<file path="src/rtl/pic_core_n_if.sv">
// pic_core_n_if: CPU bus strobes, IRQ lines and INTA/vector
// path of the N-line programmable interrupt controller core.
interface pic_core_n_if #(
  parameter int NUM_IRQ = 8
);
  logic               cs;
  logic               wr;
  logic               rd;
  logic               a0;
  logic [7:0]         din;
  logic [7:0]         dout;
  logic               dout_vld;
  logic [NUM_IRQ-1:0] irq;
  logic               inta;
  logic               int_o;
  logic               ready;

  modport master (
    output cs, wr, rd, a0, din, irq, inta,
    input  dout, dout_vld, int_o, ready
  );

  modport slave (
    input  cs, wr, rd, a0, din, irq, inta,
    output dout, dout_vld, int_o, ready
  );
endinterface

</file>
<file path="src/rtl/pic_core_n.sv">
// pic_core_n: N-line 8259-style interrupt controller core.
// Optional poll command is built when PIC_POLL_EN is defined.
module pic_core_n #(
  parameter int NUM_IRQ     = 8,
  parameter int SYNC_STAGES = 2,
  parameter int LW          = 3
) (
  input logic         clk,
  input logic         reset,
  pic_core_n_if.slave bus
);

  localparam int W = 1 << LW;
  localparam logic [W-1:0] VMASK =
    {W{1'b1}} >> (W - NUM_IRQ);
  localparam logic [LW:0] NL  = NUM_IRQ[LW:0];
  localparam logic [LW:0] ONE = {{LW{1'b0}}, 1'b1};
  localparam logic [LW-1:0] LAST = NL[LW-1:0] - 1'b1;

  typedef enum logic [1:0] {
    S_UNINIT,
    S_WAIT2,
    S_WAIT4,
    S_READY
  } state_e;

  typedef struct packed {
    logic          f;
    logic [LW-1:0] rk;
    logic [LW-1:0] lv;
  } pick_t;

  // Best-rank set bit of v when lp is the lowest-priority level.
  function automatic pick_t pick(
    input logic [W-1:0]  v,
    input logic [LW-1:0] lp
  );
    pick_t       r;
    logic [LW:0] s;
    r = '0;
    for (int k = NUM_IRQ - 1; k >= 0; k--) begin
      s = {1'b0, lp} + ONE + k[LW:0];
      if (s >= NL) s = s - NL;
      if (v[s[LW-1:0]])
        r = '{f: 1'b1, rk: k[LW-1:0], lv: s[LW-1:0]};
    end
    return r;
  endfunction

  state_e        state_q, state_d;
  logic          ltim_q, ltim_d;
  logic          ic4_q, ic4_d;
  logic          aeoi_q, aeoi_d;
  logic [4:0]    base_q, base_d;
  logic [W-1:0]  imr_q, imr_d;
  logic [W-1:0]  isr_q, isr_d;
  logic [W-1:0]  irr_q, irr_d;
  logic [LW-1:0] lp_q, lp_d;
  logic          ris_q, ris_d;
  logic          arot_q, arot_d;
  logic          phase_q, phase_d;
  logic [LW-1:0] win_q, win_d;
  logic          spur_q, spur_d;
  logic [7:0]    dout_q, dout_d;
  logic          dvld_q, dvld_d;
  logic          int_q, int_d;
  logic [W-1:0]  prev_q;
`ifdef PIC_POLL_EN
  logic          poll_q, poll_d;
`endif

  logic [SYNC_STAGES-1:0][W-1:0] sync_q;
  logic [W-1:0]  irq_pad;
  logic [W-1:0]  s_now;
  logic [W-1:0]  pend;
  pick_t         pw;
  pick_t         iw;
  logic          rdy;
  logic          wr_en;
  logic          rd_en;
  logic          icw1;
  logic          inta1;
  logic          inta2;
  logic          ocw2;
  logic          ocw3;
  logic [LW-1:0] lvl;
  logic          l_ok;
  logic          poll_arm;
  logic [7:0]    din;

  always_comb begin
    irq_pad = '0;
    irq_pad[NUM_IRQ-1:0] = bus.irq;
  end

  assign s_now = sync_q[SYNC_STAGES-1];
  assign din   = bus.din;

  always_comb begin
    state_d = state_q;
    ltim_d  = ltim_q;
    ic4_d   = ic4_q;
    aeoi_d  = aeoi_q;
    base_d  = base_q;
    imr_d   = imr_q;
    isr_d   = isr_q;
    irr_d   = irr_q;
    lp_d    = lp_q;
    ris_d   = ris_q;
    arot_d  = arot_q;
    phase_d = phase_q;
    win_d   = win_q;
    spur_d  = spur_q;
    dout_d  = dout_q;
    dvld_d  = 1'b0;
`ifdef PIC_POLL_EN
    poll_d   = poll_q;
    poll_arm = poll_q;
`else
    poll_arm = 1'b0;
`endif

    rdy   = state_q == S_READY;
    wr_en = bus.cs & bus.wr;
    rd_en = bus.cs & bus.rd;
    icw1  = wr_en & ~bus.a0 & din[4];
    inta1 = bus.inta & rdy & ~icw1 & ~phase_q;
    inta2 = bus.inta & rdy & ~icw1 & phase_q;
    ocw2  = wr_en & rdy & ~bus.a0
          & (din[4:3] == 2'b00);
    ocw3  = wr_en & rdy & ~bus.a0
          & (din[4:3] == 2'b01);
    lvl   = din[LW-1:0];
    l_ok  = {1'b0, lvl} < NL;

    pend = irr_q & ~imr_q & VMASK;
    pw   = pick(pend, lp_q);
    iw   = pick(isr_q, lp_q);

    int_d = rdy & ~icw1 & ~poll_arm & pw.f
          & (~iw.f | (pw.rk < iw.rk));

    if (icw1) begin
      ltim_d  = din[3];
      ic4_d   = din[0];
      aeoi_d  = 1'b0;
      imr_d   = '0;
      isr_d   = '0;
      irr_d   = '0;
      arot_d  = 1'b0;
      lp_d    = LAST;
      phase_d = 1'b0;
      state_d = S_WAIT2;
`ifdef PIC_POLL_EN
      poll_d  = 1'b0;
`endif
    end else begin
      if (rdy) begin
        if (ltim_q) irr_d = s_now;
        else irr_d = (irr_q | (s_now & ~prev_q)) & s_now;
      end

      if (wr_en && bus.a0) begin
        unique case (state_q)
          S_WAIT2: begin
            base_d  = din[7:3];
            state_d = ic4_q ? S_WAIT4 : S_READY;
          end
          S_WAIT4: begin
            aeoi_d  = din[1];
            state_d = S_READY;
          end
          S_READY: imr_d = din & VMASK;
          default: ;
        endcase
      end

      // EOI works on the pre-cycle ISR; INTA1 set below wins.
      if (ocw2 && l_ok) begin
        unique case (din[7:5])
          3'b001: if (iw.f) isr_d[iw.lv] = 1'b0;
          3'b011: isr_d[lvl] = 1'b0;
          3'b101: if (iw.f) begin
            isr_d[iw.lv] = 1'b0;
            lp_d = iw.lv;
          end
          3'b111: begin
            isr_d[lvl] = 1'b0;
            lp_d = lvl;
          end
          3'b110: lp_d = lvl;
          3'b100: arot_d = 1'b1;
          3'b000: arot_d = 1'b0;
          default: ;
        endcase
      end

      if (ocw3 && din[1]) ris_d = din[0];
`ifdef PIC_POLL_EN
      if (ocw3 && din[2]) poll_d = 1'b1;
`endif

      if (inta1) begin
        phase_d = 1'b1;
        spur_d  = ~pw.f;
        win_d   = pw.f ? pw.lv : LAST;
        if (pw.f) begin
          isr_d[pw.lv] = 1'b1;
          if (!ltim_q) irr_d[pw.lv] = 1'b0;
        end
      end

      if (inta2) begin
        phase_d = 1'b0;
        dout_d  = {base_q, win_q};
        dvld_d  = 1'b1;
        if (aeoi_q && !spur_q) begin
          isr_d[win_q] = 1'b0;
          if (arot_q) lp_d = win_q;
        end
      end else if (rd_en) begin
        dvld_d = 1'b1;
        if (bus.a0) dout_d = imr_q;
        else if (ris_q) dout_d = isr_q;
        else dout_d = irr_q;
`ifdef PIC_POLL_EN
        if (poll_q && !bus.a0) begin
          poll_d = 1'b0;
          dout_d = pw.f ? {1'b1, 4'b0, pw.lv} : 8'h00;
          if (pw.f) begin
            isr_d[pw.lv] = 1'b1;
            if (!ltim_q) irr_d[pw.lv] = 1'b0;
          end
        end
`endif
      end
    end
  end

  always_ff @(posedge clk or posedge reset) begin
    if (reset) begin
      state_q <= S_UNINIT;
      ltim_q  <= 1'b0;
      ic4_q   <= 1'b0;
      aeoi_q  <= 1'b0;
      base_q  <= '0;
      imr_q   <= '0;
      isr_q   <= '0;
      irr_q   <= '0;
      lp_q    <= LAST;
      ris_q   <= 1'b0;
      arot_q  <= 1'b0;
      phase_q <= 1'b0;
      win_q   <= '0;
      spur_q  <= 1'b0;
      dout_q  <= '0;
      dvld_q  <= 1'b0;
      int_q   <= 1'b0;
      prev_q  <= '0;
      sync_q  <= '0;
`ifdef PIC_POLL_EN
      poll_q  <= 1'b0;
`endif
    end else begin
      state_q <= state_d;
      ltim_q  <= ltim_d;
      ic4_q   <= ic4_d;
      aeoi_q  <= aeoi_d;
      base_q  <= base_d;
      imr_q   <= imr_d;
      isr_q   <= isr_d;
      irr_q   <= irr_d;
      lp_q    <= lp_d;
      ris_q   <= ris_d;
      arot_q  <= arot_d;
      phase_q <= phase_d;
      win_q   <= win_d;
      spur_q  <= spur_d;
      dout_q  <= dout_d;
      dvld_q  <= dvld_d;
      int_q   <= int_d;
      prev_q  <= s_now;
      sync_q[0] <= irq_pad;
      for (int i = 1; i < SYNC_STAGES; i++)
        sync_q[i] <= sync_q[i-1];
`ifdef PIC_POLL_EN
      poll_q  <= poll_d;
`endif
    end
  end

  assign bus.dout     = dout_q;
  assign bus.dout_vld = dvld_q;
  assign bus.int_o    = int_q;
  assign bus.ready    = state_q == S_READY;

endmodule

</file>
<file path="src/flat_wrapper.sv">
// flat-port wrapper written by rule: the top's interface ports become plain ports
module pic_core_n_flat 
#(
  parameter int NUM_IRQ     = 8,
  parameter int SYNC_STAGES = 2,
  parameter int LW          = 3
)
  (clk, reset, bus_cs, bus_wr, bus_rd, bus_a0, bus_din, bus_irq, bus_inta, bus_dout, bus_dout_vld, bus_int_o, bus_ready);
  pic_core_n_if #(.NUM_IRQ(NUM_IRQ)) bus_i ();
  input logic clk;
  input logic reset;
  input wire logic [$bits(bus_i.cs)-1:0] bus_cs;
  input wire logic [$bits(bus_i.wr)-1:0] bus_wr;
  input wire logic [$bits(bus_i.rd)-1:0] bus_rd;
  input wire logic [$bits(bus_i.a0)-1:0] bus_a0;
  input wire logic [$bits(bus_i.din)-1:0] bus_din;
  input wire logic [$bits(bus_i.irq)-1:0] bus_irq;
  input wire logic [$bits(bus_i.inta)-1:0] bus_inta;
  output wire logic [$bits(bus_i.dout)-1:0] bus_dout;
  output wire logic [$bits(bus_i.dout_vld)-1:0] bus_dout_vld;
  output wire logic [$bits(bus_i.int_o)-1:0] bus_int_o;
  output wire logic [$bits(bus_i.ready)-1:0] bus_ready;
  assign bus_i.cs = bus_cs;
  assign bus_i.wr = bus_wr;
  assign bus_i.rd = bus_rd;
  assign bus_i.a0 = bus_a0;
  assign bus_i.din = bus_din;
  assign bus_i.irq = bus_irq;
  assign bus_i.inta = bus_inta;
  assign bus_dout = bus_i.dout;
  assign bus_dout_vld = bus_i.dout_vld;
  assign bus_int_o = bus_i.int_o;
  assign bus_ready = bus_i.ready;
  pic_core_n #(.NUM_IRQ(NUM_IRQ), .SYNC_STAGES(SYNC_STAGES), .LW(LW)) u_core (.clk(clk), .reset(reset), .bus(bus_i));
endmodule
</file>
<file path="config.mk">
export PLATFORM = sky130hd
export DESIGN_NAME = pic_core_n_flat
export DESIGN_NICKNAME = d
export VERILOG_FILES = /design/src/rtl/pic_core_n_if.sv /design/src/rtl/pic_core_n.sv /design/src/flat_wrapper.sv
export SDC_FILE = /design/constraint.sdc
export NUM_CORES = 1
export LEC_CHECK = 0
export ABC_AREA = 1
export CORE_ASPECT_RATIO = 1.25
export CORE_MARGIN = 10
export CORE_UTILIZATION = 45
export CTS_BUF_LIST = sky130_fd_sc_hd__clkbuf_2 sky130_fd_sc_hd__clkbuf_4 sky130_fd_sc_hd__clkbuf_8
export DETAILED_ROUTE_END_ITERATION = 8
export GPL_ROUTABILITY_DRIVEN = 0
export GPL_TIMING_DRIVEN = 0
export HOLD_SLACK_MARGIN = 0.15
export PLACE_DENSITY = 0.73
export SYNTH_ARGS = -nofsm -noshare
export SYNTH_HDL_FRONTEND = slang
export SYNTH_SLANG_ARGS = --single-unit
</file>
<file path="constraint.sdc">
create_clock -name clk -period 3.68 [get_ports clk]
set_input_delay 0.736 -clock clk [delete_from_list [all_inputs] [get_ports clk]]
set_output_delay 0.736 -clock clk [all_outputs]
set_load 0.01 [all_outputs]
</file>
Word-level counts from Yosys, hierarchy flattened
Cells that the tools add are included.
{ "totals": {"ff_bits": 78, "in_bits": 23, "out_inout_bits": 11} }
{ "op_classes": {"mux": 112, "add_sub_neg": 16, "reduce_logical": 29, "n_bitwise": 36, "n_eq_ne": 10, "order_cmp": 25} }
{ "ops": {"columns": ["cell", "count"], "rows": [
  ["$mux 8", 23],
  ["$mux 7", 16],
  ["$and 8x8->8", 7],
  ["$bmux 1 s3", 16],
  ["$lt 3x4->1 const B", 12],
  ["$not 8->8", 6],
  ["$mux 3", 15],
  ["$ge 4x4->1 const B", 8],
  ["$mux 1", 32],
  ["$sub 3x1->3 const B", 8],
  ["$add 4x3->4 const B", 4],
  ["$or 8x8->8", 2],
  ["$pmux 8 s2", 1],
  ["$and 1x1->1", 15],
  ["$reduce_and 2->1", 7],
  ["$demux 1 s3", 4],
  ["$eq 3x3->1 const B", 4],
  ["$ge 3x1->1 const B", 4],
  ["$reduce_bool 2->1", 5],
  ["$reduce_bool 3->1", 3],
  ["$add 4x2->4 const B", 2],
  ["$logic_and 1x1->1", 7],
  ["$pmux 3 s2", 1],
  ["$reduce_or 2->1", 3],
  ["other kinds (16)", 23]
]} }

Depth between registers and ports, before layout
Gate-level depths: netlist of run 1.
{ "depth": {"depth_word": 32, "depth_mapped": 29} }

Worst setup path before layout of run 1
No wires, ideal clock.
{ "synth_timing": {"path_kind": "register -> register", "startpoint": "reg u_core.lp_q[0]", "endpoint": "reg u_core.int_q (netlist: u_core.bus.int_o)", "path_stages_with_launch": 20, "required_ps": 3603, "synth_period_minus_slack_ps": 2994, "t_arrival_ps": 2917, "path_slack_ps": 686, "cell_sequence": "dfstp_2 > buf_6 > inv_6 > buf_6 > ha_1 > buf_6 > inv_6 > nand2_1 > nand2_2 > buf_6 > nand3_1 > o21ai_1 > nor2_1 > nor2_2 > inv_1 > nor4_1 > ha_1 > a21oi_1 > o21ai_0 > a21oi_1"} }
{ "synth_between": {"elab_chain_len": 17, "elab_cells_between_ends": 85} }
{ "synth_lines": {"columns": ["item", "line", "rtl"], "rows": [
  ["from (decl)", "pic_core_n.sv:58", "logic [LW-1:0] lp_q, lp_d;"],
  ["from (signal assigned)", "pic_core_n.sv:273", "lp_q <= lp_d;"],
  ["$add 3x1->4 *", "pic_core_n.sv:42", "s = {1'b0, lp} + ONE + k[LW:0];"],
  ["$add 4x3->4", "pic_core_n.sv:42", null],
  ["$ge 4x4->1 / $sub 3x1->3 (equally long branches)", "pic_core_n.sv:43", "if (s >= NL) s = s - NL;"],
  ["$mux 3", "pic_core_n.sv:43", null],
  ["$bmux 1 s3", "pic_core_n.sv:44", "if (v[s[LW-1:0]])"],
  ["$mux 1 (not written as such)", "pic_core_n.sv:44", null],
  ["$mux 7 (8 in a row)", "pic_core_n.sv:44", null],
  ["$lt 3x3->1 / $not 1->1 (equally long branches)", "pic_core_n.sv:141", "& (~iw.f | (pw.rk < iw.rk));"],
  ["$or 1x1->1", "pic_core_n.sv:141", null],
  ["$and 1x1->1 *", "pic_core_n.sv:141", null],
  ["via u_core.int_d", "pic_core_n.sv:66", "logic int_q, int_d;"],
  ["to (signal assigned)", "pic_core_n.sv:281", "int_q <= int_d;"],
  ["to (decl)", "pic_core_n.sv:66", null]
]} }
Mark *: on every way through the listed nets, which the timed path passes. The rest lies on a longest branch. The select of a mux whose other input is x is not followed.
A chain may end at the register's enable or synchronous reset.

Worst setup path in the final report of run 1
Ends and elaborated chain as after synthesis.

==> metrics.md, run 1 <==
| Metric | Value |
|---|---|
| Antenna violations before repair | 0 |
| CTS tree | done |
| Initial DRT Pass Iterations | 5 |
| Core area | 11600 um^2 |
| Final Util | 52.5% |
| Fin crit share | 94.9% |
| Relative slew slack | 52.8% |
| Vias in the first global route | 5038 |
| Setup ws final | 186 ps |
| Layout cells sized above 1 | 13.3% |
| Met1 Resource Use GR | 20.7% |
| CP endpoint kind | flop |
| Worst hold start | u_core.sync_q[1] |
| Worst IR Drop VDD | 0.514 mV |
| Worst R2R End | u_core.bus.int_o |
| # setup viols final | 0 |
| Root Buffer Master | clkbuf_8 |
| Row Count | 44 |
| Dpl ws | 105 ps |
| Largest net degree at the start of global routing | 51 |
| CP dominant cell by count | buf_6 |
| Syn_nets | 784 |
| Clock slew at reported path FFs | 90 ps |
| Gate Count Post-Synth | 754 |
| M3 GR Usage | 2.97% |
| Area occupied by multi-input gates | 2860 um^2 |
| Max Slew Vio Count | 0 |
| Final Hold Fails | 0 |
| Nets | 832 |
| Crit start category | flop |
| Sequential area share after synthesis | 37.0% |
| Die Span X | 117 um |
| Top delay family on crit path | buffers and inverters |
| CP required | 3940 ps |
| Area leader, netlist | dfrtp_1 |
| Critical R2R Launch | u_core.lp_q[0] |
| Syn Area/Cell | 7.00 um^2 |
| Skew final | 15.5 ps |
| Post-synth cell types | 46 |
| Crit-path cells | buf_6 > inv_6 > buf_6 > ha_1 > buf_6 > inv_6 > nand2_1 > nand2_2 > buf_6 > nand3_1 > o21ai_1 > nor2_1 > nor2_2 > inv_1 > nor4_2 > ha_1 > a21oi_1 > o21ai_0 > a21oi_1 |
| Number of remaining DRC errors | 0 |
| First-pass GRT wire length | 24300 um |
| Clock Path Buffers | 2 |
| Design Area, Final | 6070 um^2 |
| Congestion Overflow GR | 0 |
| Post-synthesis register bit count | 78 |
| Buffers added on ports | 33 |
| Routed WL | 14900 um |
| RSZ-0062 raised after global routing | true |
| CP arrival | 3760 ps |
| Hold endpoint | u_core.s_now[1] |
| Max stage delay on crit path | 560 ps |
| Pwr per Cell Area | 1060 nW/um^2 |
| Area growth from synthesis to layout | 15.0% |
| CP Depth | 19 |
| Hpwl dp | 11700 um |
| Met2 Use GR | 32.5% |
| R2R depth | 19 |
| Initial Util | 45.7% |
| Crit path max-delay cell type | dfstp_2 |
| Ports | 34 |
| Max Fanout on Critical Path | 10 |
| Min Tclk post-route | 3490 ps |
| Vias | 5169 |
| Sink Count | 78 |
| Worst Hold Class | flop to flop |
| Synth top area cells | dfrtp_1, nand2_1, nand3_1 |
| CP bufs+invs | 7 |
| Cts bufs inserted | 9 |
| Leak pwr | 2.96 nW |
| Hold buffers post-CTS | 0 |
| FF+latch area | 1960 um^2 |
| Die Area | 16500 um^2 |
| Hold depth | 0 |
| H-tree depth | 3 |
| Gr busiest metal | met2 |
| Max Cap Viol | 0 |
| Total power | 0.00645 W |
| Layout fillers | 1121 |
| Placed instance area | 5810 um^2 |
| Gr usage total | 18.5% |
| Least-Margin Pin Slew | 706 ps |
| Initial DRC Count | 402 |
| DR vias/cell | 5.47 |
| Max Clk Rate | 286 MHz |
| Clock latency at the later pin of the worst-skew pair | 370 ps |
| Yosys warning count | 0 |
| Wirelength per Cell | 15.8 um |
| Netlist area before placement | 5280 um^2 |
| Status | completed |
| Post-route ant nets | 0 |
| CP Class | flop to flop |
| Die height | 141 um |
| FF-to-FF setup slack | 190 ps |
| Post-synth top area share | 35.5% |
| Inserted Diodes | 0 |
-- registers in the layout (all words and copies together), names as in the netlist --
signal / count
u_core.bus.dout_vld: 1
u_core.ris_q: 1
u_core.prev_q: 8
u_core.win_q: 3
u_core.lp_q: 3
u_core.imr_q: 8
u_core.ltim_q: 1
u_core.bus.int_o: 1
u_core.sync_q: 8
u_core.arot_q: 1
u_core.irr_q: 8
u_core.ic4_q: 1
u_core.spur_q: 1
u_core.state_q: 2
u_core.isr_q: 8
u_core.base_q: 5
u_core.bus.dout: 8
u_core.phase_q: 1
u_core.aeoi_q: 1
u_core.s_now: 8
-- placed cells by master (no fill, tap or decap), types with 8 or more instances in the layout --
cell type	instances
o211ai_1	9
nand2_2	24
nor2_1	39
inv_2	10
o21ai_0	39
dfrtp_1	75
o21ai_1	12
clkdlybuf4s50_1	33
nand2_1	252
clkbuf_8	9
o22ai_1	11
a21oi_1	32
nand3_1	65
a31oi_1	8
nand4_1	12
inv_1	76
-- report_power, final --
group / internal, W / switching (W) / total (W)
Clock: 0.000382 / 0.000330 / 0.000712
Sequential: 0.00113 / 0.000222 / 0.00135
Combinational: 0.00149 / 0.00290 / 0.00439
-- synthesized netlist by cell type (all sizes together) --
library cell	instances
clkbuf	6
a311oi	1
nor3	5
a41oi	1
or2	2
a211oi	1
clkinv	2
o21a	1
and2	1
mux2	1
a32oi	1
o22ai	11
o211ai	9
a31oi	8
o21bai	4
dfrtp	75
o221a	4
dfstp	3
nor2	47
o31ai	1
inv	89
buf	12
o21ai	58
a21boi	1
a21oi	35
nor4	1
nand2	283
nand3b	1
nand3	65
ha	7
nand4	12
a22oi	2
o221ai	4
-- worst reg2reg max path: stages (launching register included) --
cell	delay [ps]
dfstp_2	560
buf_6	150
inv_6	60
buf_6	150
ha_1	300
buf_6	150
inv_6	90
nand2_1	60
nand2_2	120
buf_6	170
nand3_1	70
o21ai_1	140
nor2_1	100
nor2_2	120
inv_1	80
nor4_2	270
ha_1	280
a21oi_1	140
o21ai_0	140
a21oi_1	230
-- per-layer routing --
| metal | up-vias | part of all wire [%] | routed length, um |
|---|---|---|---|
| met2 | 157 | 51 | 7600 |
| met4 | 0 | 3.6 | 535 |
| met1 | 2395 | 40 | 5990 |
| met5 | - | 0 | 0 |
| met3 | 45 | 5.2 | 779 |
| li1 | 2572 | - | - |
-- kinds of logic (layout without fill, tap and decap cells) --
family,after synthesis,in the layout,share of synthesized area [%]
muxes,1,1,0.213
adders and majority gates,7,7,1.66
DFF,78,78,37.0
and+or+nand+nor,417,417,35.1
AOI/OAI and AO/OA,142,142,16.9
buffers and inverters,109,162,9.10
-- timing repair --
| action | in CTS | in global routing |
|---|---|---|
| hold endpoints to repair | 0 | 0 |
| gates resized for setup | 0 | 2 |
| endpoints found under the setup margin | 0 | 3 |
| setup buffers | 0 | 3 |
-- how the worst max path moves through the flow --
stage	slack, ps	startpoint	to
floorplan	690	u_core.lp_q[0]	u_core.bus.int_o
global placement	-310	reset	u_core.bus.int_o
detailed placement	110	u_core.lp_q[0]	u_core.bus.int_o
CTS	70	u_core.lp_q[0]	u_core.bus.int_o
global route	-30	u_core.lp_q[0]	u_core.bus.int_o
finish	190	u_core.lp_q[0]	u_core.bus.int_o
-- area by class of cell --
cell class	instances	share of cell area, %
Timing Repair Buffer	37	6.27
Tap cell	138	2.84
Clock buffer	9	2.04
Sequential cell	78	32.2
Multi-Input combinational cell	567	47.0
Clock inverter	7	1.63
Buffer	18	2.12
Inverter	91	5.83
-- stage by stage --
| step | std cells | hold WS [ps] | TNS, ps |
|---|---|---|---|
| final | 945 | 349 | 0 |
| after global routing | 945 | 357 | -25.1 |
| after CTS | 942 | 353 | 0 |
| after detailed placement | 926 | 336 | 0 |
| after global placement | 925 | 335 | -22900 |
| after floorplan | 754 | 331 | 0 |
No activity file was read; power rests on OpenSTA's default activity.
==> run 2, diff against run 1 <==
--- a/config.mk
+++ b/config.mk
@@ -13,7 +13,7 @@
 export DETAILED_ROUTE_END_ITERATION = 8
 export GPL_ROUTABILITY_DRIVEN = 0
 export GPL_TIMING_DRIVEN = 0
-export HOLD_SLACK_MARGIN = 0.15
+export HOLD_SLACK_MARGIN = 0.05
 export PLACE_DENSITY = 0.73
 export SYNTH_ARGS = -nofsm -noshare
 export SYNTH_HDL_FRONTEND = slang
==> results of run 2 <==
No change in the layout: final DEF, timing and power equal those of run 1.
